<file path="config.mk">
export PLATFORM = sky130hd
export DESIGN_NAME = block_xfer_seq
export DESIGN_NICKNAME = d
export VERILOG_FILES = /design/src/rtl/block_xfer_seq.sv
export SDC_FILE = /design/constraint.sdc
export NUM_CORES = 1
export LEC_CHECK = 0
export ABC_CLOCK_PERIOD_IN_PS = 3610
export BUFFER_PORTS_ARGS = -buffer_cell sky130_fd_sc_hd__buf_4
export CAP_MARGIN = 20
export CORE_MARGIN = 2
export CORE_UTILIZATION = 54
export CTS_BUF_LIST = sky130_fd_sc_hd__clkbuf_4 sky130_fd_sc_hd__clkbuf_8
export CTS_CLUSTER_DIAMETER = 60
export DETAILED_ROUTE_END_ITERATION = 16
export PLACE_DENSITY = 0.84
export SLEW_MARGIN = 10
export SYNTH_ARGS = -nofsm -noshare
export SYNTH_HDL_FRONTEND = slang
export SYNTH_SLANG_ARGS = --single-unit
</file>
<file path="constraint.sdc">
create_clock -name clk -period 3.61 [get_ports clk]
set_clock_uncertainty 0.2 [all_clocks]
set_input_delay 0.361 -clock clk [delete_from_list [all_inputs] [get_ports clk]]
set_output_delay 0.361 -clock clk [all_outputs]
set_load 0.005 [all_outputs]
</file>
<file path="src/rtl/block_xfer_seq.sv">
// Block transfer sequencer: moves a list of registers to or from consecutive
// memory words, lowest register at the lowest address, with optional base
// register writeback of the final address.
module block_xfer_seq (
    input  logic        clk,
    input  logic        reset_n,
    input  logic        start,
    input  logic        is_load,
    input  logic [15:0] reg_list,
    input  logic [31:0] base_addr,
    input  logic [3:0]  base_select,
    input  logic        up,
    input  logic        writeback,
    output logic [3:0]  read_B_select,
    output logic        read_B_en,
    input  logic [31:0] read_B_data,
    output logic [3:0]  write_select,
    output logic        write_en,
    output logic [31:0] write_data,
    output logic        mem_req,
    output logic        mem_we,
    input  logic        mem_ack,
    output logic [31:0] mem_addr,
    output logic [31:0] mem_wdata,
    input  logic [31:0] mem_rdata,
    output logic        busy,
    output logic        done
);

    typedef enum logic [1:0] {StIdle, StXfer, StWb, StDone} state_t;

    state_t      r_state;
    state_t      w_state_nxt;
    logic [15:0] r_list;
    logic        r_is_load;
    logic [3:0]  r_base_sel;
    logic        r_wb;
    logic        r_rn_in_list;
    logic [31:0] r_addr;
    logic [31:0] r_final;

    logic [4:0]  w_count;
    logic [31:0] w_span;
    logic [3:0]  w_cur_reg;
    logic [15:0] w_list_rest;
    logic        w_last;
    logic        w_do_wb;

    // Number of registers requested by the incoming list.
    always_comb begin
        w_count = '0;
        for (int i = 0; i < 16; i++) begin
            w_count = w_count + {4'b0, reg_list[i]};
        end
    end

    assign w_span      = {25'b0, w_count, 2'b00};
    // Clearing the lowest set bit leaves the registers still to transfer.
    assign w_list_rest = r_list & (r_list - 16'd1);
    assign w_last      = (w_list_rest == 16'd0);
    // A load that overwrites Rn keeps the loaded value instead of the address.
    assign w_do_wb     = r_wb && !(r_is_load && r_rn_in_list);

    // Priority encoder: index of the lowest set bit still pending.
    always_comb begin
        w_cur_reg = '0;
        for (int i = 15; i >= 0; i--) begin
            if (r_list[i]) begin
                w_cur_reg = 4'(i);
            end
        end
    end

    // State register.
    always_ff @(posedge clk or negedge reset_n) begin
        if (!reset_n) begin
            r_state <= StIdle;
        end else begin
            r_state <= w_state_nxt;
        end
    end

    // Next-state logic.
    always_comb begin
        w_state_nxt = r_state;
        case (r_state)
            StIdle: begin
                if (start) begin
                    w_state_nxt = (w_count == 5'd0) ? StDone : StXfer;
                end
            end
            StXfer: begin
                if (mem_ack && w_last) begin
                    w_state_nxt = w_do_wb ? StWb : StDone;
                end
            end
            StWb:    w_state_nxt = StDone;
            StDone:  w_state_nxt = StIdle;
            default: w_state_nxt = StIdle;
        endcase
    end

    // Transfer context: latched on start, stepped on every memory ack.
    always_ff @(posedge clk or negedge reset_n) begin
        if (!reset_n) begin
            r_list       <= '0;
            r_is_load    <= 1'b0;
            r_base_sel   <= '0;
            r_wb         <= 1'b0;
            r_rn_in_list <= 1'b0;
            r_addr       <= '0;
            r_final      <= '0;
        end else if (r_state == StIdle && start) begin
            r_list       <= reg_list;
            r_is_load    <= is_load;
            r_base_sel   <= base_select;
            r_wb         <= writeback;
            r_rn_in_list <= reg_list[base_select];
            r_addr       <= up ? base_addr : base_addr - w_span;
            r_final      <= up ? base_addr + w_span : base_addr - w_span;
        end else if (r_state == StXfer && mem_ack) begin
            r_list <= w_list_rest;
            r_addr <= r_addr + 32'd4;
        end
    end

    // Bus outputs; everything idles at zero outside the active cases.
    always_comb begin
        read_B_select = '0;
        read_B_en     = 1'b0;
        write_select  = '0;
        write_en      = 1'b0;
        write_data    = '0;
        mem_req       = 1'b0;
        mem_we        = 1'b0;
        mem_addr      = '0;
        mem_wdata     = '0;
        busy          = (r_state != StIdle);
        done          = 1'b0;
        case (r_state)
            StXfer: begin
                mem_req  = 1'b1;
                mem_we   = !r_is_load;
                mem_addr = r_addr;
                if (!r_is_load) begin
                    read_B_en     = 1'b1;
                    read_B_select = w_cur_reg;
                    mem_wdata     = read_B_data;
                end else if (mem_ack) begin
                    write_en     = 1'b1;
                    write_select = w_cur_reg;
                    write_data   = mem_rdata;
                end
            end
            StWb: begin
                write_en     = 1'b1;
                write_select = r_base_sel;
                write_data   = r_final;
            end
            StDone:  done = 1'b1;
            default: ;
        endcase
    end

endmodule

</file>
* Word-level counts from Yosys, hierarchy flattened
Index checks and enable logic that the tools add are counted.
** Word-level totals
- Latch bits :: 0
- Memories :: 0
- Word-level logic and storage cells :: 95
- Output and inout bits :: 110
- Flip-flop bits (word level) :: 89
- Bits of input ports :: 123
- Memory bits (writable) :: 0
- Memory bits (read-only) :: 0
** Cells by class
- Add/subtract/negate cells :: 19
- Multiply operators :: 0
- Divide/modulo/power cells :: 0
- Bitwise gates (word level) :: 1
- Shift-type cells :: 0
- Reduce and logical (&&, ||, !) cells :: 13
- Equality and inequality tests :: 5
- Mux-type cells :: 48
- $lt $le $gt $ge :: 1
** Operators with widths (count)
- two-way mux 32 bit :: 9
- two-way mux 4 bit :: 20
- one-hot mux 32 bit (2 select lines) :: 1
- adder 5 x 1 -> 5 bit :: 11
- adder 32 x 3 -> 32 bit (second input constant) :: 1
- adder 32 x 7 -> 32 bit :: 1
- two-way mux 16 bit :: 2
- subtractor 32 x 7 -> 32 bit :: 1
- bitwise AND 16 bit :: 1
- zero test 16 bit :: 1
- subtractor 16 x 1 -> 16 bit (second input constant) :: 1
- two-way mux 1 bit :: 9
- one-hot mux 2 bit (4 select lines) :: 1
- one-hot mux 4 bit (2 select lines) :: 1
- two-way mux 2 bit :: 3
- adder 4 x 1 -> 5 bit :: 1
- logical AND 1 bit :: 5
- zero test 5 bit :: 1
- < comparator 4 x 5 -> 1 bit (second input constant) :: 1
- adder 3 x 1 -> 4 bit :: 1
- binary-select mux 1 bit (select 4 bit) :: 1
- equality test 2 bit (second input constant) :: 2
- inequality test 2 bit (second input constant) :: 2
- nonzero test 2 bit :: 2
- 7 further kinds :: 8

* Longest topological paths before layout
- Word-level depth :: 19
- Mapped depth :: 20

* Least setup slack after synthesis
No wires, ideal clock.
- Kind :: input-to-reg
- From :: input port reg_list[0]
- To :: register r_final[31]
- Data arrival time :: 5.157 ns
- Path slack :: -1.816 ns
- Cell stages on the path :: 18
- Cells stage by stage :: inv_1 fa_1 fa_1 fa_1 fa_1 inv_1 ha_1 fa_1 a21o_1 nand2_1 inv_1 ha_1 nor2b_1 nor3_1 nand4_1 or4b_1 a211o_1 nand3_1
** Between the ends
- Word-level cells in the longest chain between the ends :: 17
- Elaborated cells on any way between the ends :: 18
- Those cells by class :: 17 x add/sub; 1 x mux
** RTL lines
- from (decl) :: line 9 : input logic [15:0] reg_list,
- adder 1 x 1 -> 2 bit * :: line 53 : w_count = w_count + {4'b0, reg_list[i]};
- adder 2 x 1 -> 3 bit * :: line 53
- adder 3 x 1 -> 4 bit * :: line 53
- adder 4 x 1 -> 5 bit * :: line 53
- adder 5 x 1 -> 5 bit * (11 in series) :: line 53
- subtractor 32 x 7 -> 32 bit or adder 32 x 7 -> 32 bit (tied branches) :: line 120 : r_final <= up ? base_addr + w_span : base_addr - w_span;
- two-way mux 32 bit * :: line 120
- to (signal assigned) :: line 120
- to (decl) :: line 40 : logic [31:0] r_final;
Every way passes the cells marked *; elsewhere a longest branch is shown, timed or not.
A chain may end at the register's enable or synchronous reset.

* Worst setup path after layout
- From :: input port reg_list[11]
- To :: register r_final[21]
** Between the ends
- Word-level cells in the longest chain between the ends :: 7
- Elaborated cells on any way between the ends :: 8
- Those cells by class :: 7 x add/sub; 1 x mux
** RTL lines (line)
- adder 5 x 1 -> 5 bit * (5 in series) :: 53
- subtractor 32 x 7 -> 32 bit or adder 32 x 7 -> 32 bit (tied branches) :: 120
- two-way mux 32 bit * :: 120
Marked as above.

==> metrics.csv <==
stage,metric,value,unit
status,outcome,finished with violations,
status,failing checks,negative setup slack,
final_layout,# fillers,803,
final_layout,Register Area,2227,um2
cts,CTS Buf Count,9,
routing,DR pass1 iterations,6,
synthesis,Post-Syn Nets,1071,
critical_path,reg-to-reg startpoint,r_list[2],
routing,initial drt markers,1082,
synthesis,synth unique cells,68,
final_layout,antenna cell count,0,
place,Setup WS pre-CTS,-1735,ps
synthesis,"Seq/Total Area, Yosys",0.2994,
timing,setup violators final,59,
run,maxcap violations,0,
synthesis,Area contributors post-synth,"dfrtp_1 30%, xor2_1 6.4%, nand2_1 6.1%",
grt,initial antenna violation count,0,
floorplan,Die Y,121.4,um
timing,Fmax achieved,0.1925,GHz
grt,vias in the first global route,7944,
timing,Slew Limit Fails,0,
min_path,Worst Hold Class,input port to flop,
floorplan,Die Wd,121.4,um
place,# port buffers,232,
routing,vias,8757,
final_layout,post-route cell area,10990,um2
power,Pwr Total,9.193,mW
power,P per Cell Area,836.7,nW/um2
power,Leak Pwr,4.964,nW
synthesis,top-count cell post-synth,nand2_1,
critical_path,FF-to-FF path depth,6,
cts,CTS root buf,clkbuf_8,
timing,RSZ-0062 raised after global routing,true,
final_layout,fin nets,1343,
place,Placed Instance Area,9908,um2
final_layout,Non-Filler Instances,1366,
routing,drt via density,6.411,
critical_path,Reg2Reg Capture Point,r_state[1],
timing,period utilisation layout,1.439,
cts,clk_lat worst skew,400,ps
synthesis,Synth Warn #,0,
synthesis,top cell type's share of synthesized area,0.2994,
critical_path,CP max FO,4,
grt,largest net degree at the start of global routing,73,
floorplan,die area,14730,um2
grt,grt total ovfl,0,
grt,first-pass GRT wire length,42510,um
critical_path,WS Path Type,input port to flop,
floorplan,Core ar.,13350,um2
timing,Max-slew headroom,0.2385,
place,Placer Congestion,0.9967,
synthesis,Post-synth ARST share,1.000,
synthesis,"area leader, netlist",dfrtp_1,
synthesis,Commonest cells post-synth,"121 x nand2_1, 89 x dfrtp_1, 84 x nor2_1",
routing,Remaining DRCs,0,
cts,CTS H-Tree Depth,3,
critical_path,CP Launch Type,input port,
power,Max VDD drop,0.9089,mV
final_layout,multi-input logic area,5589,um2
min_path,worst hold path startpoint,reg_list[15],
timing,TNS Setup,-73870,ps
min_path,worst hold endpoint,r_list[15],
timing,worst setup margin,-1586,ps
synthesis,Mean Syn Cell Area,8.140,um2
critical_path,Setup crit end kind,flop,
final_layout,Final Core Density,0.8232,
final_layout,P&R area growth vs syn,47.70,%
cts,CTS tree,done,
synthesis,number of synthesized register bits,89,
critical_path,Reg2Reg Setup Slack,520,ps
critical_path,Required @ worst endpoint,3660,ps
timing,worst hold margin,36.95,ps
min_path,hold path cells,3,
cts,CTS sink count,89,
routing,WL final,30970,um
critical_path,"Arr. time, crit path",5250,ps
floorplan,# IOs,233,
synthesis,Post-synth EDFFs,0,
floorplan,Initial Util,0.5574,
synthesis,Mapped Area,7440,um2
cts,"CTS clk-pin slew, worst paths",90,ps
timing,Worst-Margin Slew,1142,ps
synthesis,Mapped Cells,914,
timing,Tmin final,5196,ps
grt,GRT Total Usage,0.3746,
place,dpl cells,1327,
synthesis,Synth Flop Type,dfrtp_1,
cts,clock tree buffer depth,2,
routing,Antenna Nets Post-Route,0,
floorplan,row count,42,
place,Detail Placement HPWL,18910,um
routing,Routed wire per std cell,22.67,um
final_layout,layout cells sized above 1,0.3992,
timing,Fin. Hold Viols,0,
worst max-delay path by stage:
stage	startpoint	slack [ps]	to
floorplan	reg_list[15]	-1520	r_addr[31]
global placement	reg_list[15]	-1700	r_addr[31]
detailed placement	reg_list[15]	-1740	r_addr[31]
CTS	reg_list[9]	-1270	r_addr[25]
global route	reg_list[11]	-1710	r_final[21]
finish	reg_list[11]	-1590	r_final[21]
area by class of cell:
type                            instances  share of cell area
Inverter                               40             0.01526
Multi-Input combinational cell        722              0.5087
Clock buffer                           10             0.01196
Clock inverter                          5            0.007402
Timing Repair Buffer                  324              0.2340
Tap cell                              176             0.02004
Sequential cell                        89              0.2027
power by group:
group          total, mW  switching, mW  internal (mW)
clock network      0.803          0.408          0.394
registers           2.05          0.583           1.47
logic               6.34           3.33           3.01
total               9.19           4.32           4.87
flip-flops by register name, indices dropped and copies added (netlist names):
signal / count
r_addr: 32
r_base_sel: 4
r_final: 32
r_is_load: 1
r_list: 16
r_rn_in_list: 1
r_state: 2
r_wb: 1
worst max-delay path, stage by stage:
cell	delay [ps]
buf_4	130
inv_4	60
fa_1	440
fa_1	560
fa_2	450
fa_1	530
inv_2	50
ha_4	160
fa_2	410
a21o_1	190
nand2_2	110
inv_2	60
ha_4	290
nor2b_4	50
or4_4	470
nor4b_4	370
buf_4	190
a2bb2oi_4	60
xor2_1	210
o21ai_1	90
logic make-up after synthesis:
family / after synthesis / share of synthesized area
simple gates: 392 / 0.2699
compound gates: 196 / 0.1781
buf+inv: 103 / 0.05382
flops: 89 / 0.2994
xor+xnor: 81 / 0.09536
fa+ha+maj: 35 / 0.07064
mux: 18 / 0.03280
cells in the final DEF, fill, tap and decap left out, types with 5 or more instances in the layout:
cell	Yosys	layout
inv_1	40	23
and2_1	71	71
buf_6	1	23
a22oi_1	37	35
nand2_2	0	8
o211ai_1	9	9
ha_4	0	6
or4_4	5	7
o21ai_1	0	32
and3_1	8	8
xnor2_1	27	17
fa_2	0	5
nor4_1	8	8
or2_2	7	7
fa_1	12	7
a21oi_1	22	12
xor2_1	54	52
nand2_1	121	110
o21ai_0	63	30
a21oi_2	1	7
nor2_1	84	78
mux2i_1	12	12
nand4_1	21	21
and4_1	7	6
ha_1	22	14
xnor2_2	0	8
a211oi_1	7	6
buf_4	1	292
inv_2	0	12
dlygate4sd3_1	0	5
nor3_1	12	6
nand3_1	19	16
clkbuf_8	0	9
dfrtp_1	89	89
mux4_2	5	5
timing repair:
item                                   in CTS  in global routing
endpoints found under the hold margin      46                  0
pin swaps                                  54                 40
resized for setup                         109                 47
setup endpoints to repair                  59                 59
hold buffers                                5                  0
buffers inserted                           10                 12
layer usage:
metal  part of all wire  track usage  wire length (um)  up-vias
met3               0.11      0.05827              3339      196
met2               0.48       0.6264             14750      746
li1                   -            -                 -     3717
met4              0.067       0.1753              2087        0
met1               0.35       0.4761             10780     4098
met5                  0            0                 0        -
Note: power is estimated with default switching activity, not from simulation.
